`config.mk`:
```
export PLATFORM = sky130hd
export DESIGN_NAME = pkt_frame_fsm
export DESIGN_NICKNAME = d
export VERILOG_FILES = /design/src/rtl/pkt_frame_fsm.sv
export SDC_FILE = /design/constraint.sdc
export NUM_CORES = 1
export LEC_CHECK = 0
export CAP_MARGIN = 20
export CORE_AREA = 10 10 84 64
export DETAILED_ROUTE_END_ITERATION = 12
export DIE_AREA = 0 0 94 74
export GPL_TIMING_DRIVEN = 0
export PLACE_DENSITY = 0.72
export SLEW_MARGIN = 20
export SYNTH_ARGS = -nofsm -noshare
export SYNTH_HDL_FRONTEND = slang
export SYNTH_SLANG_ARGS = --single-unit
export TNS_END_PERCENT = 1
```
`constraint.sdc`:
```
create_clock -name clock -period 4.62 [get_ports clock]
set_input_delay 0.462 -clock clock [delete_from_list [all_inputs] [get_ports clock]]
set_output_delay 0.462 -clock clock [all_outputs]
set_load 0.05 [all_outputs]
```
`src/rtl/pkt_frame_fsm.sv`:
```
//------------------------------------------------------------------------------
// Module   : pkt_frame_fsm
// Purpose  : Packet-framing state machine for a single head/tail/valid beat
//            stream. Measures packet length, enforces a maximum length,
//            optionally accepts single-beat packets, flags framing violations,
//            counts completed packets and resynchronises on the next head.
// Options  : `define PKT_FRAME_ERRCNT_EN to build the 8-bit saturating
//            violation counter on err_count; otherwise err_count is tied to 0.
// Revision : 1.0  initial release
//------------------------------------------------------------------------------
`default_nettype none

module pkt_frame_fsm #(
  parameter int LEN_W          = 8,
  parameter int MAX_LEN        = 16,
  parameter int CNT_W          = 16,
  parameter int SINGLE_BEAT_OK = 1
) (
  input  logic             clock,
  input  logic             reset,
  input  logic             head,
  input  logic             tail,
  input  logic             valid,
  output logic [2:0]       state,
  output logic [LEN_W-1:0] pkt_len,
  output logic             pkt_done,
  output logic             err,
  output logic [CNT_W-1:0] pkt_count,
  output logic [7:0]       err_count
);

  typedef enum logic [2:0] {
    S_IDLE = 3'd0,
    S_HEAD = 3'd1,
    S_DATA = 3'd2,
    S_TAIL = 3'd3,
    S_ERR  = 3'd4
  } state_t;

  // Length limit widened by one bit so the overlength compare cannot wrap.
  localparam logic [LEN_W:0] C_MAX_LEN = (LEN_W+1)'(MAX_LEN);

  state_t           r_state;
  state_t           w_next_state;
  logic [LEN_W-1:0] w_next_len;
  logic [LEN_W:0]   w_len_inc;
  logic             w_overlength;

  assign w_len_inc    = {1'b0, pkt_len} + (LEN_W+1)'(1);
  assign w_overlength = (w_len_inc > C_MAX_LEN);
  assign state        = r_state;

  // Next-state and next-length selection; length holds unless a packet starts or grows.
  always_comb begin
    w_next_state = r_state;
    w_next_len   = pkt_len;
    case (r_state)
      S_IDLE, S_TAIL, S_ERR: begin
        if (valid) begin
          if (head) begin
            if (!tail) begin
              w_next_state = S_HEAD;
              w_next_len   = LEN_W'(1);
            end else if (SINGLE_BEAT_OK != 0) begin
              w_next_state = S_TAIL;
              w_next_len   = LEN_W'(1);
            end else begin
              w_next_state = S_ERR;
            end
          end else begin
            // Orphan data/tail: an error everywhere; ERR simply stays put.
            w_next_state = S_ERR;
          end
        end else if (r_state == S_TAIL) begin
          w_next_state = S_IDLE;
        end
      end
      S_HEAD, S_DATA: begin
        if (valid) begin
          if (head) begin
            w_next_state = S_ERR;
          end else if (w_overlength) begin
            w_next_state = S_ERR;
          end else begin
            w_next_len   = w_len_inc[LEN_W-1:0];
            w_next_state = tail ? S_TAIL : S_DATA;
          end
        end
      end
      default: begin
        w_next_state = S_ERR;
      end
    endcase
  end

  // State register plus registered outputs decoded from the state being entered.
  always_ff @(posedge clock) begin
    if (reset) begin
      r_state   <= S_IDLE;
      pkt_len   <= '0;
      pkt_done  <= 1'b0;
      err       <= 1'b0;
      pkt_count <= '0;
    end else begin
      r_state  <= w_next_state;
      pkt_len  <= w_next_len;
      pkt_done <= (w_next_state == S_TAIL);
      err      <= (w_next_state == S_ERR);
      if (w_next_state == S_TAIL) begin
        pkt_count <= pkt_count + CNT_W'(1);
      end
    end
  end

`ifdef PKT_FRAME_ERRCNT_EN
  logic [7:0] r_err_count;

  // Count each entry into ERR from another state, saturating at 255.
  always_ff @(posedge clock) begin
    if (reset) begin
      r_err_count <= 8'd0;
    end else if ((w_next_state == S_ERR) && (r_state != S_ERR) &&
                 (r_err_count != 8'hFF)) begin
      r_err_count <= r_err_count + 8'd1;
    end
  end

  assign err_count = r_err_count;
`else
  assign err_count = 8'd0;
`endif

endmodule

`default_nettype wire
```
=== Yosys cells after proc, flatten, opt, wreduce, memory -nomap -nowiden ===
Index checks and enable logic that the tools add are counted.
W data, S select, Z words.

* Output and inout bits: 37
* Bits in registers: 29
* Word-level logic and storage cells: 39
* Bits of input ports: 5

* Reduce and logical (&&, ||, !) cells: 5
* Mux-type cells: 15
* $lt $le $gt $ge: 1
* Add/subtract/negate cells: 2
* Eq/ne operators: 11

{| class="wikitable"
|+ Operators with widths
! kind !! count
|-
| $mux W8 || 5
|-
| $mux W3 || 6
|-
| $add A16 B1 Y16 const B || 1
|-
| $pmux W8 S2 || 1
|-
| $ne A2 B2 Y1 const B || 5
|-
| $add A8 B1 Y9 const B || 1
|-
| $eq A3 B2 Y1 const B || 3
|-
| $gt A9 B5 Y1 const B || 1
|-
| $eq A3 B3 Y1 const B || 2
|-
| $pmux W3 S2 || 1
|-
| $reduce_and A6 Y1 || 1
|-
| $eq A3 B1 Y1 const B || 1
|-
| $logic_not A3 Y1 || 1
|-
| $reduce_or A3 Y1 || 1
|-
| $mux W2 || 1
|-
| $reduce_bool A2 Y1 || 1
|-
| $reduce_or A2 Y1 || 1
|-
| $mux W1 || 1
|}

=== Logic depth before layout (Yosys ltp) ===
Gate-level depths: netlist of the first run.

* Word-level depth: 7
* Gate-level depth with buffers: 9
* Mapped depth without buffers: 7

=== Least setup slack after synthesis of the first run ===
No wires, ideal clock.

* Path kind: register to register
* Start: reg pkt_len[0]
* End: reg pkt_count[10]
* Cell stages (with the launch flop): 10
* Buffers on the path: 2
* Clock period less this slack: 2507 ps
* Data required time: 4488 ps
* Library setup time: 132 ps
* Arrival time: 2375 ps
* Path slack: 2113 ps
* Path through: dfxtp_1 -> ha_1 -> and3_1 -> a211oi_4 -> o211ai_4 -> o31a_1 -> buf_6 -> buf_2 -> o31ai_1 -> a21oi_1

* Cells in the longest elaborated chain, start to end: 7

{| class="wikitable"
|+ Ends and longest elaborated chain
! item !! line !! text
|-
| start, declared || 25 || <nowiki>output logic [LEN_W-1:0] pkt_len,</nowiki>
|-
| start signal, assigned || 106 || <nowiki>pkt_len <= w_next_len;</nowiki>
|-
| $add A8 B1 Y9 || 49 || <nowiki>assign w_len_inc = {1'b0, pkt_len} + (LEN_W+1)'(1);</nowiki>
|-
| $gt A9 B5 Y1 || 50 || <nowiki>assign w_overlength = (w_len_inc > C_MAX_LEN);</nowiki>
|-
| $mux W3 || 82 || <nowiki>end else if (w_overlength) begin</nowiki>
|-
| $mux W3 || 80 || <nowiki>if (head) begin</nowiki>
|-
| $mux W3 || 79 || <nowiki>if (valid) begin</nowiki>
|-
| $pmux W3 S2 || 57 || <nowiki>case (r_state)</nowiki>
|-
| $eq A3 B2 Y1 || 109 || <nowiki>if (w_next_state == S_TAIL) begin</nowiki>
|-
| end signal, assigned || 110 || <nowiki>pkt_count <= pkt_count + CNT_W'(1);</nowiki>
|-
| end, declared || 28 || <nowiki>output logic [CNT_W-1:0] pkt_count,</nowiki>
|}

No other way between the ends.
A chain may end at the register's enable or synchronous reset.

=== Worst setup path in the final report of the first run ===
* Start: reg pkt_len[0]
* End: reg pkt_count[12]

The elaborated chain is that of the path after synthesis.

==> reports/metrics.csv, run 1 <==
metric,value,unit
avgSynthCellArea,8.41,um2
cts_hold_buf,0,
routedWlPerCell,15.0,um
period_minus_slack,2.54,ns
endpoint,pkt_count[12],
area_delta_synth_final,29.5,%
ios,42,
path_buf_inv,2,
finalHoldViolCount,0,
required,4.77,ns
setup_viol,0,
wl_met1,2.11,mm
die_w,94,um
max_slew_margin,54.2,%
synth_cells,197,
clock_skew,0.00626,ns
swShare,29.5,%
clockPowerShare,36.0,%
finalWeightedCongestion,0.863,
critPathLaunch,pkt_len[0],
reg2reg_depth,9,
fmax,393,MHz
synth_edf_count,0,
fin_area,2140,um2
routed_wl,4.42,mm
ctsHtreeMaxLevel,2,
track_usage,12.8,%
dpl-instance-area,2060,um2
detail_route.first_pass.iterations,4,
crit_type,reg2reg,
ys_async_sr_fraction,0,%
vias,1636,
outcome,completed,
path_delay_family,compound AO/OA/AOI/OAI gates,
synthTopCellsByCount,"dfxtp_1 (29), a21oi_1 (19), nand2_1 (12), buf_4 (10)",
std_cell_rows,19,
clkSinkCount,29,
ir_drop,0.181,mV
r2r_end,pkt_count[12],
die_h,74,um
crit_path_max_incr_delay,0.42,ns
clockBufferDepth,2,
cts_tree,yes,
io_buffers,31,
postCtsResizedCells,0,
cts-root-buf,clkbuf_8,
wl_met2,1.78,mm
nets,249,
grt_pass1_vias,1374,
maxCapViolations,0,
pwr-share-comb,19.1,%
antenna_cells,0,
antenna_left,0,
p_sw,171,uW
setup_tns,0,ns
route.top_layer_used,met4,
synth_top_area_share,35.0,%
gr-total-overflow,0,
grt_max_degree,11,
cts_setup_buffers,0,
worstPathCellList,ha_1 -> and3_1 -> a211oi_4 -> o211ai_4 -> o31a_1 -> buf_6 -> buf_2 -> o31ai_1 -> a21oi_1,
ff2ff_setup_slack,2.08,ns
ys_ff_latch,29,
seq_power_share,44.9,%
report.final.slew_viol_count,0,
yosysSeqAreaShare,35.0,%
synth_area_leader_cell,dfxtp_1,
ys_types,47,
synth_area,1660,um2
critPathMaxFanout,10,
whs_path_depth,2,
core,3800,um2
antenna_found_initial,0,
ys_top_cells_by_area,"dfxtp_1 (35%), a21oi_1 (5.7%), buf_4 (4.5%)",
critPathArrivalTime,2.69,ns
viasPerCell,5.56,
period_share,55.0,%
clkLatencyLatePin,0.28,ns
yosysWarningCount,0,
worst_setup_path_start_kind,register,
synth_flop_cell,dfxtp_1,
grt_first_pass_wirelength,7.13,mm
power_density,271,nW/um2
drc_errors,0,
numCtsBuffers,5,
dr_wl_met3,465,um
timing.rr.start,pkt_len[0],
synth_most_common_cell,dfxtp_1,
worstHoldPathType,reg2reg,
cp-end-kind,register,
cp_slowest_cell,o31a_1,
path_depth,9,
internal_power,409,uW
total_power,580,uW
rsz0062_at_grt,no,
drtIter0Drc,211,
drive_gt1_share,11.6,%
clkTransAtPathRegs,0.06,ns
initial_core_util,43.6,%
die_area,6960,um2
dp_hpwl,3.31,mm
final_core_util,56.4,%
worst_pin_slew,0.681,ns
p_leak,0.000748,uW
==> state kept, by name, indices dropped and copies added (netlist names) <==
register and flops:
err 1, pkt_count 16, pkt_done 1, state 3, pkt_len 8
==> layer usage <==
layer	vias up	global-route usage, %
met1	747	18.0
met5	-	0
met3	7	4.72
met2	65	16.5
li1	817	-
met4	0	6.05
==> worst reg2reg max path: stages, from the launching register on <==
cell	delay (ns)
dfxtp_1	0.36
ha_1	0.27
and3_1	0.26
a211oi_4	0.28
o211ai_4	0.14
o31a_1	0.42
buf_6	0.18
buf_2	0.18
o31ai_1	0.24
a21oi_1	0.09
==> metrics by stage <==
stage	hold WS, ns	cells	setup slack, ns
global route	0.521	294	1.92
global placement	0.476	287	2.11
finish	0.483	294	2.08
detailed placement	0.478	287	2.11
CTS	0.486	294	2.09
floorplan	0.543	204	2.11
==> cells by family (layout without fill, tap and decap cells) <==
group / count (synthesis) / after routing / share of synthesized area [%]
muxes: 1 / 1 / 0.604
AOI/OAI and AO/OA: 61 / 61 / 26.0
adders and majority gates: 2 / 2 / 1.51
other: 1 / 8 / 0.226
buffers and inverters: 25 / 63 / 8.54
xor gates and xnor gates: 2 / 2 / 1.06
and+or+nand+nor: 76 / 76 / 27.0
DFF: 29 / 29 / 35.0
==> area by class of cell <==
class / count / area (um2)
Tap cell: 52 / 65.1
Fill cell: 375 / 1660
Sequential cell: 29 / 581
Inverter: 5 / 18.8
Buffer: 20 / 123
Multi-Input combinational cell: 150 / 961
Timing Repair Buffer: 31 / 310
Clock buffer: 7 / 86.3
==> worst min-delay path by stage <==
stage / endpoint / slack (ns) / from
floorplan: state[1] / 0.54 / reset
global placement: pkt_count[15] / 0.48 / pkt_count[15]
detailed placement: pkt_count[15] / 0.48 / pkt_count[15]
CTS: pkt_count[15] / 0.49 / pkt_count[15]
global route: pkt_len[5] / 0.52 / pkt_len[5]
finish: pkt_count[15] / 0.48 / pkt_count[15]
==> power by group through the flow <==
stage | sequential, uW | clock, uW | combinational (uW)
floorplan | 286 | 0 | 63.7
global placement | 266 | 0 | 109
detailed placement | 266 | 0 | 109
CTS | 261 | 213 | 109
global route | 262 | 221 | 119
finish | 261 | 209 | 111
==> placed cells by master (no fill, tap or decap), drive strengths merged, types with 3 or more instances in the layout <==
master	Yosys	final
nand2b	5	5
or4	7	7
o21ai	13	13
a31oi	5	5
nand2	12	12
inv	5	5
a21oi	19	19
clkdlybuf4s50	0	31
and4	4	4
o31ai	8	8
nand4	4	4
nor3	3	3
and3	4	4
nand3	8	8
conb	1	8
nor3b	4	4
a21o	3	3
nor2	9	9
dfxtp	29	29
buf	13	13
o31a	3	3
a311oi	3	3
or3	6	6
clkbuf	7	14
(Power assumes the default switching activity.)
==> run 2: changes to the inputs <==
==> constraint.sdc (replaced) <==
create_clock -name clock -period 2.5 [get_ports clock]
set_input_delay 0.25 -clock clock [delete_from_list [all_inputs] [get_ports clock]]
set_output_delay 0.25 -clock clock [all_outputs]
set_load 0.05 [all_outputs]
==> reports/metrics.csv, run 2 (synthesis gave the netlist of run 1 again) <==
metric,value,unit
worstHoldPathType,in2reg,
ios,42,
die_w,94,um
io_buffers,31,
crit_path_max_incr_delay,0.35,ns
fin_ws,0.147,ns
cts_hold_buf,0,
dp_hpwl,3.24,mm
period_share,94.1,%
core,3800,um2
largest_reg_flops,16,
critPathArrivalTime,2.52,ns
grt_pass1_vias,1374,
clkSinkCount,29,
critPathMaxFanout,10,
viasPerCell,5.49,
max_slew_margin,58.4,%
p_sw,337,uW
cts_setup_buffers,0,
drc_errors,0,
vias,1619,
power_density,514,nW/um2
antenna_cells,0,
track_usage,13.0,%
fmax,425,MHz
drive_gt1_share,14.8,%
area_delta_synth_final,32.3,%
worstPathCellList,ha_2 -> and3_4 -> a211oi_4 -> o211ai_4 -> o31a_1 -> buf_6 -> clkbuf_4 -> o31ai_1 -> a21oi_1,
clkTransAtPathRegs,0.06,ns
cts_tree,yes,
worst_pin_slew,0.619,ns
ctsHtreeMaxLevel,2,
ir_drop,0.375,mV
numCtsBuffers,5,
routed_wl,4.45,mm
multi_input_area,987,um2
swShare,29.9,%
regMostFlops,pkt_count,
place_ws,0.00544,ns
grt_first_pass_wirelength,7.10,mm
setup_viol,0,
std_cell_rows,19,
pwr-share-comb,18.5,%
report.final.slew_viol_count,0,
clockBufferDepth,2,
grt_max_degree,11,
cts-root-buf,clkbuf_8,
setup_tns,0,ns
antenna_found_initial,0,
seqCellArea,583,um2
routedWlPerCell,15.1,um
final_core_util,57.6,%
rsz0062_at_grt,no,
nets,249,
crit_type,reg2reg,
fill_cells,352,
cp-end-kind,register,
clkLatencyLatePin,0.29,ns
path_delay_family,compound AO/OA/AOI/OAI gates,
clockPowerShare,38.7,%
maxCapViolations,0,
antenna_left,0,
detail_route.first_pass.iterations,4,
finalWeightedCongestion,0.871,
path_buf_inv,2,
mostFrequentLayoutCells,"clkdlybuf4s50_1 (31), dfxtp_1 (27), a21oi_1 (19)",
internal_power,789,uW
dpl-instance-area,2060,um2
gr-total-overflow,0,
clock_skew,0.00496,ns
period_minus_slack,2.35,ns
die_area,6960,um2
finalHoldViolCount,0,
cp_slowest_cell,dfxtp_2,
required,2.66,ns
postCtsResizedCells,0,
initial_core_util,43.6,%
seq_power_share,42.9,%
outcome,completed,
die_h,74,um
final_cells,295,
drtIter0Drc,131,
worst_setup_path_start_kind,register,
p_leak,0.000757,uW
dp_cells,287,
layout_commonest_cell,clkdlybuf4s50_1,
fin_area,2190,um2
-- run 2: cell types whose count changed in the layout (fill, tap and decap cells not counted), sizes merged --
cell / previous run / this run
buf: 13 / 12
clkinv: 0 / 1
clkbuf: 14 / 15
-- run 2: per-stage QoR --
| step | power [uW] | hold WS, ns |
|---|---|---|
| CTS | 1130 | 0.343 |
| global route | 1170 | 0.364 |
| global placement | 695 | 0.467 |
| finish | 1130 | 0.348 |
| detailed placement | 694 | 0.474 |
| floorplan | 646 | 0.331 |
-- run 2: path summary, 6_finish.rpt --
path                                    start       endpoint  slack, ns  cells after the start
worst max-delay path               pkt_len[0]  pkt_count[12]       0.15                      9
worst max register to register     pkt_len[0]  pkt_count[12]       0.15                      9
worst min register to register  pkt_count[15]  pkt_count[15]       0.48                      2
worst min-delay path                    valid       state[2]       0.35                      3
-- run 2: area by class of cell --
cell class	count	area share, %
flip-flops and latches	29	26.6
clock buffers	7	4.40
plain buffers	20	5.71
clock inverters	1	0.228
multi-input cells	150	45.1
well taps	52	2.97
inverters	5	0.857
repair buffers	31	14.2
-- run 2: power by group through the flow --
stage | registers (uW) | logic, uW | clock network, uW
CTS | 482 | 203 | 445
floorplan | 528 | 118 | 0
finish | 483 | 208 | 435
detailed placement | 493 | 202 | 0
global placement | 492 | 202 | 0
global route | 483 | 223 | 466
-- run 2: per-layer routing --
layer	global-route usage, %	part of all wire (%)	vias up
li1	-	-	816
met1	18.7	49	746
met4	7.73	2.1	0
met3	4.02	8.1	7
met2	16.1	40	50
met5	0	0	-
-- run 2: worst reg2reg max path, cell delays in order, from the launching register on --
cell and delay [ns]:
dfxtp_2 0.35, ha_2 0.21, and3_4 0.20, a211oi_4 0.29, o211ai_4 0.14, o31a_1 0.35
buf_6 0.18, clkbuf_4 0.19, o31ai_1 0.23, a21oi_1 0.08
